===== config.mk =====
export PLATFORM = sky130hd
export DESIGN_NAME = hazard_ctrl
export DESIGN_NICKNAME = d
export VERILOG_FILES = /design/src/rtl/riscv_pipe_pkg.sv /design/src/rtl/sat_counter.sv /design/src/rtl/hazard_ctrl.sv
export SDC_FILE = /design/constraint.sdc
export NUM_CORES = 1
export LEC_CHECK = 0
export CAP_MARGIN = 40
export CORE_ASPECT_RATIO = 1.75
export CORE_MARGIN = 4
export CORE_UTILIZATION = 51
export CTS_CLUSTER_DIAMETER = 30
export DETAILED_ROUTE_END_ITERATION = 10
export GPL_TIMING_DRIVEN = 0
export HOLD_SLACK_MARGIN = 0.02
export PLACE_DENSITY = 0.86
export SLEW_MARGIN = 10
export SYNTH_ARGS = -nofsm -noshare
export SYNTH_HDL_FRONTEND = slang
export SYNTH_SLANG_ARGS = --single-unit

===== constraint.sdc =====
create_clock -name clk -period 8 [get_ports clk]
set_input_delay 1.2 -clock clk [delete_from_list [all_inputs] [get_ports clk]]
set_output_delay 1.2 -clock clk [all_outputs]
set_load 0.02 [all_outputs]

===== src/rtl/riscv_pipe_pkg.sv =====
// rtl/riscv_pipe_pkg.sv - shared pipeline types for the 5-stage RISC-V core
package riscv_pipe_pkg;

  localparam logic [1:0] RES_LOAD = 2'b01;

  typedef enum logic [1:0] {
    FWD_RF  = 2'b00,
    FWD_WB  = 2'b01,
    FWD_MEM = 2'b10
  } fwd_sel_t;

  typedef enum logic [1:0] {
    HZ_IDLE = 2'b00,
    HZ_WAIT = 2'b01,
    HZ_ERR  = 2'b10
  } hz_state_t;

  // MEM wins over WB so the youngest producer is forwarded.
  function automatic fwd_sel_t fwd_select(
    input logic [4:0] rs,
    input logic [4:0] rd_m,
    input logic       wr_m,
    input logic [4:0] rd_w,
    input logic       wr_w
  );
    if (wr_m && rd_m == rs && rs != 5'd0)      return FWD_MEM;
    else if (wr_w && rd_w == rs && rs != 5'd0) return FWD_WB;
    else                                       return FWD_RF;
  endfunction

endpackage


===== src/rtl/sat_counter.sv =====
// rtl/sat_counter.sv - saturating event counter
module sat_counter #(
  parameter int W = 32
) (
  input  logic         clk,
  input  logic         reset,
  input  logic         inc,
  output logic [W-1:0] count
);

  logic [W-1:0] count_q;
  logic [W-1:0] count_d;

  always_comb begin
    count_d = count_q;
    if (inc && count_q != '1) count_d = count_q + 1'b1;
  end

  always_ff @(posedge clk or posedge reset) begin
    if (reset) count_q <= '0;
    else       count_q <= count_d;
  end

  assign count = count_q;

endmodule


===== src/rtl/hazard_ctrl.sv =====
// rtl/hazard_ctrl.sv - stall/flush/forward control with data-memory wait FSM
module hazard_ctrl
  import riscv_pipe_pkg::*;
#(
  parameter int MEM_TIMEOUT = 16,
  parameter int CNT_W       = 32
) (
  input  logic             clk,
  input  logic             reset,
  input  logic [4:0]       Rs1D,
  input  logic [4:0]       Rs2D,
  input  logic [4:0]       Rs1E,
  input  logic [4:0]       Rs2E,
  input  logic [4:0]       RdE,
  input  logic [4:0]       RdM,
  input  logic [4:0]       RdW,
  input  logic             RegWriteM,
  input  logic             RegWriteW,
  input  logic [1:0]       ResultSrcE,
  input  logic             PCSrcE,
  input  logic             MemReqM,
  input  logic             dmem_ready,
  output logic             StallF,
  output logic             StallD,
  output logic             StallE,
  output logic             StallM,
  output logic             FlushD,
  output logic             FlushE,
  output logic [1:0]       ForwardAE,
  output logic [1:0]       ForwardBE,
  output logic             mem_err,
  output logic [CNT_W-1:0] stall_cnt,
  output logic [CNT_W-1:0] flush_cnt
);

  localparam int              WCW      = $clog2(MEM_TIMEOUT + 1);
  localparam logic [WCW-1:0]  WAIT_MAX = WCW'(MEM_TIMEOUT);

  hz_state_t      state_q;
  logic [WCW-1:0] wait_cnt_q;
  logic           mem_err_q;

  logic mem_stall;
  logic lw_stall;
  logic br_flush;

  always_ff @(posedge clk or posedge reset) begin
    if (reset) begin
      state_q    <= HZ_IDLE;
      wait_cnt_q <= '0;
      mem_err_q  <= 1'b0;
    end else begin
      case (state_q)
        HZ_IDLE: begin
          if (MemReqM && !dmem_ready) begin
            state_q    <= HZ_WAIT;
            wait_cnt_q <= WCW'(1);
          end
        end
        HZ_WAIT: begin
          if (dmem_ready) begin
            state_q    <= HZ_IDLE;
            wait_cnt_q <= '0;
          end else if (wait_cnt_q == WAIT_MAX) begin
            state_q   <= HZ_ERR;
            mem_err_q <= 1'b1;
          end else begin
            wait_cnt_q <= wait_cnt_q + 1'b1;
          end
        end
        default: begin
          state_q   <= HZ_ERR;
          mem_err_q <= 1'b1;
        end
      endcase
    end
  end

  always_comb begin
    mem_stall = 1'b1;
    case (state_q)
      HZ_IDLE: mem_stall = MemReqM & ~dmem_ready;
      HZ_WAIT: mem_stall = ~dmem_ready;
      default: mem_stall = 1'b1;
    endcase
  end

  assign lw_stall = (ResultSrcE == RES_LOAD) && (RdE != 5'd0) &&
                    ((RdE == Rs1D) || (RdE == Rs2D));

  always_comb begin
    StallF    = 1'b0;
    StallD    = 1'b0;
    StallE    = 1'b0;
    StallM    = 1'b0;
    FlushD    = 1'b0;
    FlushE    = 1'b0;
    br_flush  = 1'b0;
    ForwardAE = FWD_RF;
    ForwardBE = FWD_RF;
    if (reset) begin
      FlushD = 1'b1;
      FlushE = 1'b1;
    end else begin
      ForwardAE = fwd_select(Rs1E, RdM, RegWriteM, RdW, RegWriteW);
      ForwardBE = fwd_select(Rs2E, RdM, RegWriteM, RdW, RegWriteW);
      // A memory stall freezes the whole pipe, so a pending branch must wait too.
      if (mem_stall) begin
        StallF = 1'b1;
        StallD = 1'b1;
        StallE = 1'b1;
        StallM = 1'b1;
      end else if (PCSrcE) begin
        FlushD   = 1'b1;
        FlushE   = 1'b1;
        br_flush = 1'b1;
      end else if (lw_stall) begin
        StallF = 1'b1;
        StallD = 1'b1;
        FlushE = 1'b1;
      end
    end
  end

  assign mem_err = mem_err_q;

  sat_counter #(.W(CNT_W)) u_stall_cnt (
    .clk   (clk),
    .reset (reset),
    .inc   (StallF),
    .count (stall_cnt)
  );

  sat_counter #(.W(CNT_W)) u_flush_cnt (
    .clk   (clk),
    .reset (reset),
    .inc   (br_flush),
    .count (flush_cnt)
  );

endmodule


==> flow_summary_export.csv <==
group,metric,value,unit
status,status,"finished, final reports clean",
route,viasPerCell,5.661,
synthesis,netlist_instances,388,
final_layout,multi_input_area,0.002002,sq mm
setup_path,crit_family,"buffers and inverters",
route,drc_errors,0,
synthesis,syn_area,0.003907,sq mm
final_layout,register_area,0.001802,sq mm
pwr,power_density,186.4,mW/mm^2
place,dp.final_hpwl,7.981,mm
pwr,p_sw_frac,0.2636,
sta,layout_setup_ws,3209,ps
route,dr.pass1.iters,5,
sta,period_share,0.5989,
clock_tree,cts_hold_buf,0,
global_routing,grt_pass1_vias,3639,
setup_path,crit_path_end_kind,"primary output",
route,via_count,3459,
synthesis,synth_cell_types,48,
place,place_inst,595,
sta,drv_slew,0,
final_layout,fin_cells,611,
die,die_area,0.009181,sq mm
clock_tree,cts_resized,0,
route,ant_nets,0,
sta,finalSetupViolations,0,
global_routing,grt_use_total,0.2369,
sta,fin_skew,8.536,ps
setup_path,cp.arrival,3590,ps
place,dp_worst_setup_slack,3190,ps
global_routing,met2_usage,0.4111,
clock_tree,postCtsSetupRepairBufs,0,
setup_path,crit_chain,"clkdlybuf4s50_1 -> o21ba_2 -> o21ai_0 -> inv_1 -> a21oi_1 -> inv_1 -> buf_4 -> clkdlybuf4s50_1",
route,drt-initial-drc-count,182,
pwr,pwr-share-comb,0.176,
clock_tree,cts_buffer_depth,2,
die,initial_core_util,0.5200,
sta,hold_viol_final,0,
clock_tree,cts_max_level,3,
sta,max_freq,208.7,MHz
synthesis,synth_nets,436,
sta,worst_pin_slew,635.6,ps
setup_path,max_stage_delay,600,ps
synthesis,synthXorXnorAreaFrac,0.2040,
sta,hold_slack,466.4,ps
global_routing,grt_util_met1,0.2575,
sta,min_period,4791,ps
synthesis,synthFlopType,"dfrtp_1",
synthesis,synth_top_family_by_area,"simple AND/OR/NAND/NOR gates",
pwr,p_sw,0.2732,mW
synthesis,synth_fa_ha_area_frac,0.01281,
sta,tns,0,ps
setup_path,cp_max_fo,7,
setup_path,start_kind,"primary input",
synthesis,synth_simple_gate_area_frac,0.2459,
setup_path,crit_type,"primary input to primary output",
clock_tree,cts_tree,"built",
setup_path,required,6800,ps
final_layout,syn_to_final_growth,42.24,%
final_layout,layout.nets,566,
route,wire_per_inst,17.12,microns
route,wirelength,10.46,mm
pwr,clockPowerShare,0.420,
clock_tree,cts_buffers,9,
synthesis,muxShareOfSynthArea,0.008325,
synthesis,syn_area_per_cell,10.07,sq um
setup_path,slowest_stage,"clkdlybuf4s50_1",
setup_path,crit_buf_inv,5,
hold_path,worstHoldPathType,"flop to flop",
synthesis,yosysWarnings,0,
sta,rsz0062_at_grt,"no",
global_routing,met3_usage,0.05897,
sta,max-slew-margin-rel,0.5724,
pwr,seqPwrFrac,0.403,
global_routing,grt_pass1_wl,16.73,mm
clock_tree,clock-sinks,72,
die,rows,42,
place,portBuffers,118,
clock_tree,clk_latency,330,ps
final_layout,fill_cells,532,
die,coreArea,0.007515,sq mm
pwr,p_total,1.036,mW
place,gp_congestion,0.8251,
synthesis,synth-compound-area-share,0.04131,
global_routing,busiest_layer,"met2",
pwr,ir_worst_vdd,0.1817,mV
synthesis,synth_edf_count,0,
final_layout,drive_gt1_frac,0.07075,
global_routing,grt_max_degree,49,
flow_run,drv.max_cap_violation_count,0,
synthesis,yosysSeqAreaShare,0.4611,
clock_tree,cts_root_buffer,"clkbuf_16",
global_routing,antenna_found_initial,0,
pwr,p_leak,2.310,nW
die,die_y,123.8,microns
die,io_pins,119,
synthesis,ys_ff_latch,72,
final_layout,diodes,0,
die,die_x,74.17,microns
global_routing,grt.overflow.total,0,
clock_tree,path_clk_slew,50,ps
pwr,p_int,0.7629,mW
synthesis,async_reset_ff_frac,1.000,
## state kept, by name, summed over array words and instances (netlist names)
| register | flops |
|---|---|
| mem_err | 1 |
| state_q | 2 |
| u_flush_cnt.count | 32 |
| u_stall_cnt.count | 32 |
| wait_cnt_q | 5 |
## power groups by stage
stage               combinational (mW)  clock (mW)  sequential (mW)
finish                           0.183       0.435            0.418
global route                     0.197       0.460            0.423
CTS                              0.184       0.442            0.418
detailed placement               0.183           0            0.424
global placement                 0.177           0            0.421
floorplan                       0.0678           0            0.443
## synthesized netlist by cell type, types with 2 or more instances
cell	count	area share
a21oi_1	4	0.0051
and2_1	5	0.0080
and3_1	11	0.018
and4_1	11	0.025
and4_2	2	0.0051
buf_2	2	0.0026
buf_4	2	0.0038
buf_6	2	0.0058
dfrtp_1	72	0.46
ha_1	4	0.013
inv_1	14	0.013
mux2_2	2	0.0058
nand2_1	34	0.033
nand2b_1	2	0.0032
nand3_1	23	0.029
nand4_1	31	0.050
nor2_1	28	0.027
nor2b_1	4	0.0064
nor3_1	4	0.0051
nor4_1	8	0.013
o21ai_0	6	0.0077
or4_1	2	0.0038
xnor2_1	70	0.16
xor2_1	21	0.047
## final timing paths
check                                                  from                                end  slack (ps)  cells past startpoint
setup / recovery                                 dmem_ready                             StallF        3210                      8
hold / removal                          mem_err$_DFFE_PP0P_                mem_err$_DFFE_PP0P_         470                      1
setup reg to reg           u_flush_cnt.count[3]$_DFFE_PP0P_  u_flush_cnt.count[31]$_DFFE_PP0P_        5570                      6
hold reg to reg                         mem_err$_DFFE_PP0P_                mem_err$_DFFE_PP0P_         470                      1
max in group asynchronous                             reset  u_stall_cnt.count[11]$_DFFE_PP0P_        6140                      3
min in group asynchronous                             reset             state_q[0]$_DFFE_PP0P_        1310                      2
## logic make-up (layout without fill, tap and decap cells)
family | count (synthesis) | count (layout)
AOI/OAI and AO/OA | 23 | 23
buffers and inverters | 21 | 156
adders and majority gates | 4 | 4
and+or+nand+nor | 174 | 174
muxes | 3 | 3
xor gates and xnor gates | 91 | 91
DFF | 72 | 72
## layout by cell type (no fill, tap or decap), drive strengths merged, types with 2 or more instances in the layout
cell type,count
or4,3
a21oi,4
nand2b,2
nand4,31
xor2,21
clkbuf,11
and3,11
clkdlybuf4s50,118
and4,14
nor4,8
nor2,28
nor3,4
bufinv,2
ha,4
o21ai,6
dfrtp,72
inv,15
mux2,2
buf,7
and2,6
nor2b,4
xnor2,70
nand3,24
clkinv,2
nand2,34
## final cells by class
type,count,share of cell area
Buffer,7,0.009230
Clock buffer,10,0.04300
Clock inverter,6,0.01621
Inverter,14,0.009905
Multi-Input combinational cell,295,0.3602
Sequential cell,72,0.3242
Tap cell,88,0.01981
Timing Repair Buffer,119,0.2175
## through the flow
step / cell area, sq um / utilization
finish: 5558 / 0.7396
global route: 5558 / 0.7396
CTS: 5558 / 0.7396
detailed placement: 5229 / 0.6958
global placement: 5199 / 0.6918
floorplan: 3908 / -
## per-layer routing
layer  share of wire  vias up
met5               0        -
met1            0.36     1649
li1                -     1625
met2            0.51      152
met3           0.086       33
met4           0.037        0
Power figures use the tool's default switching activity.
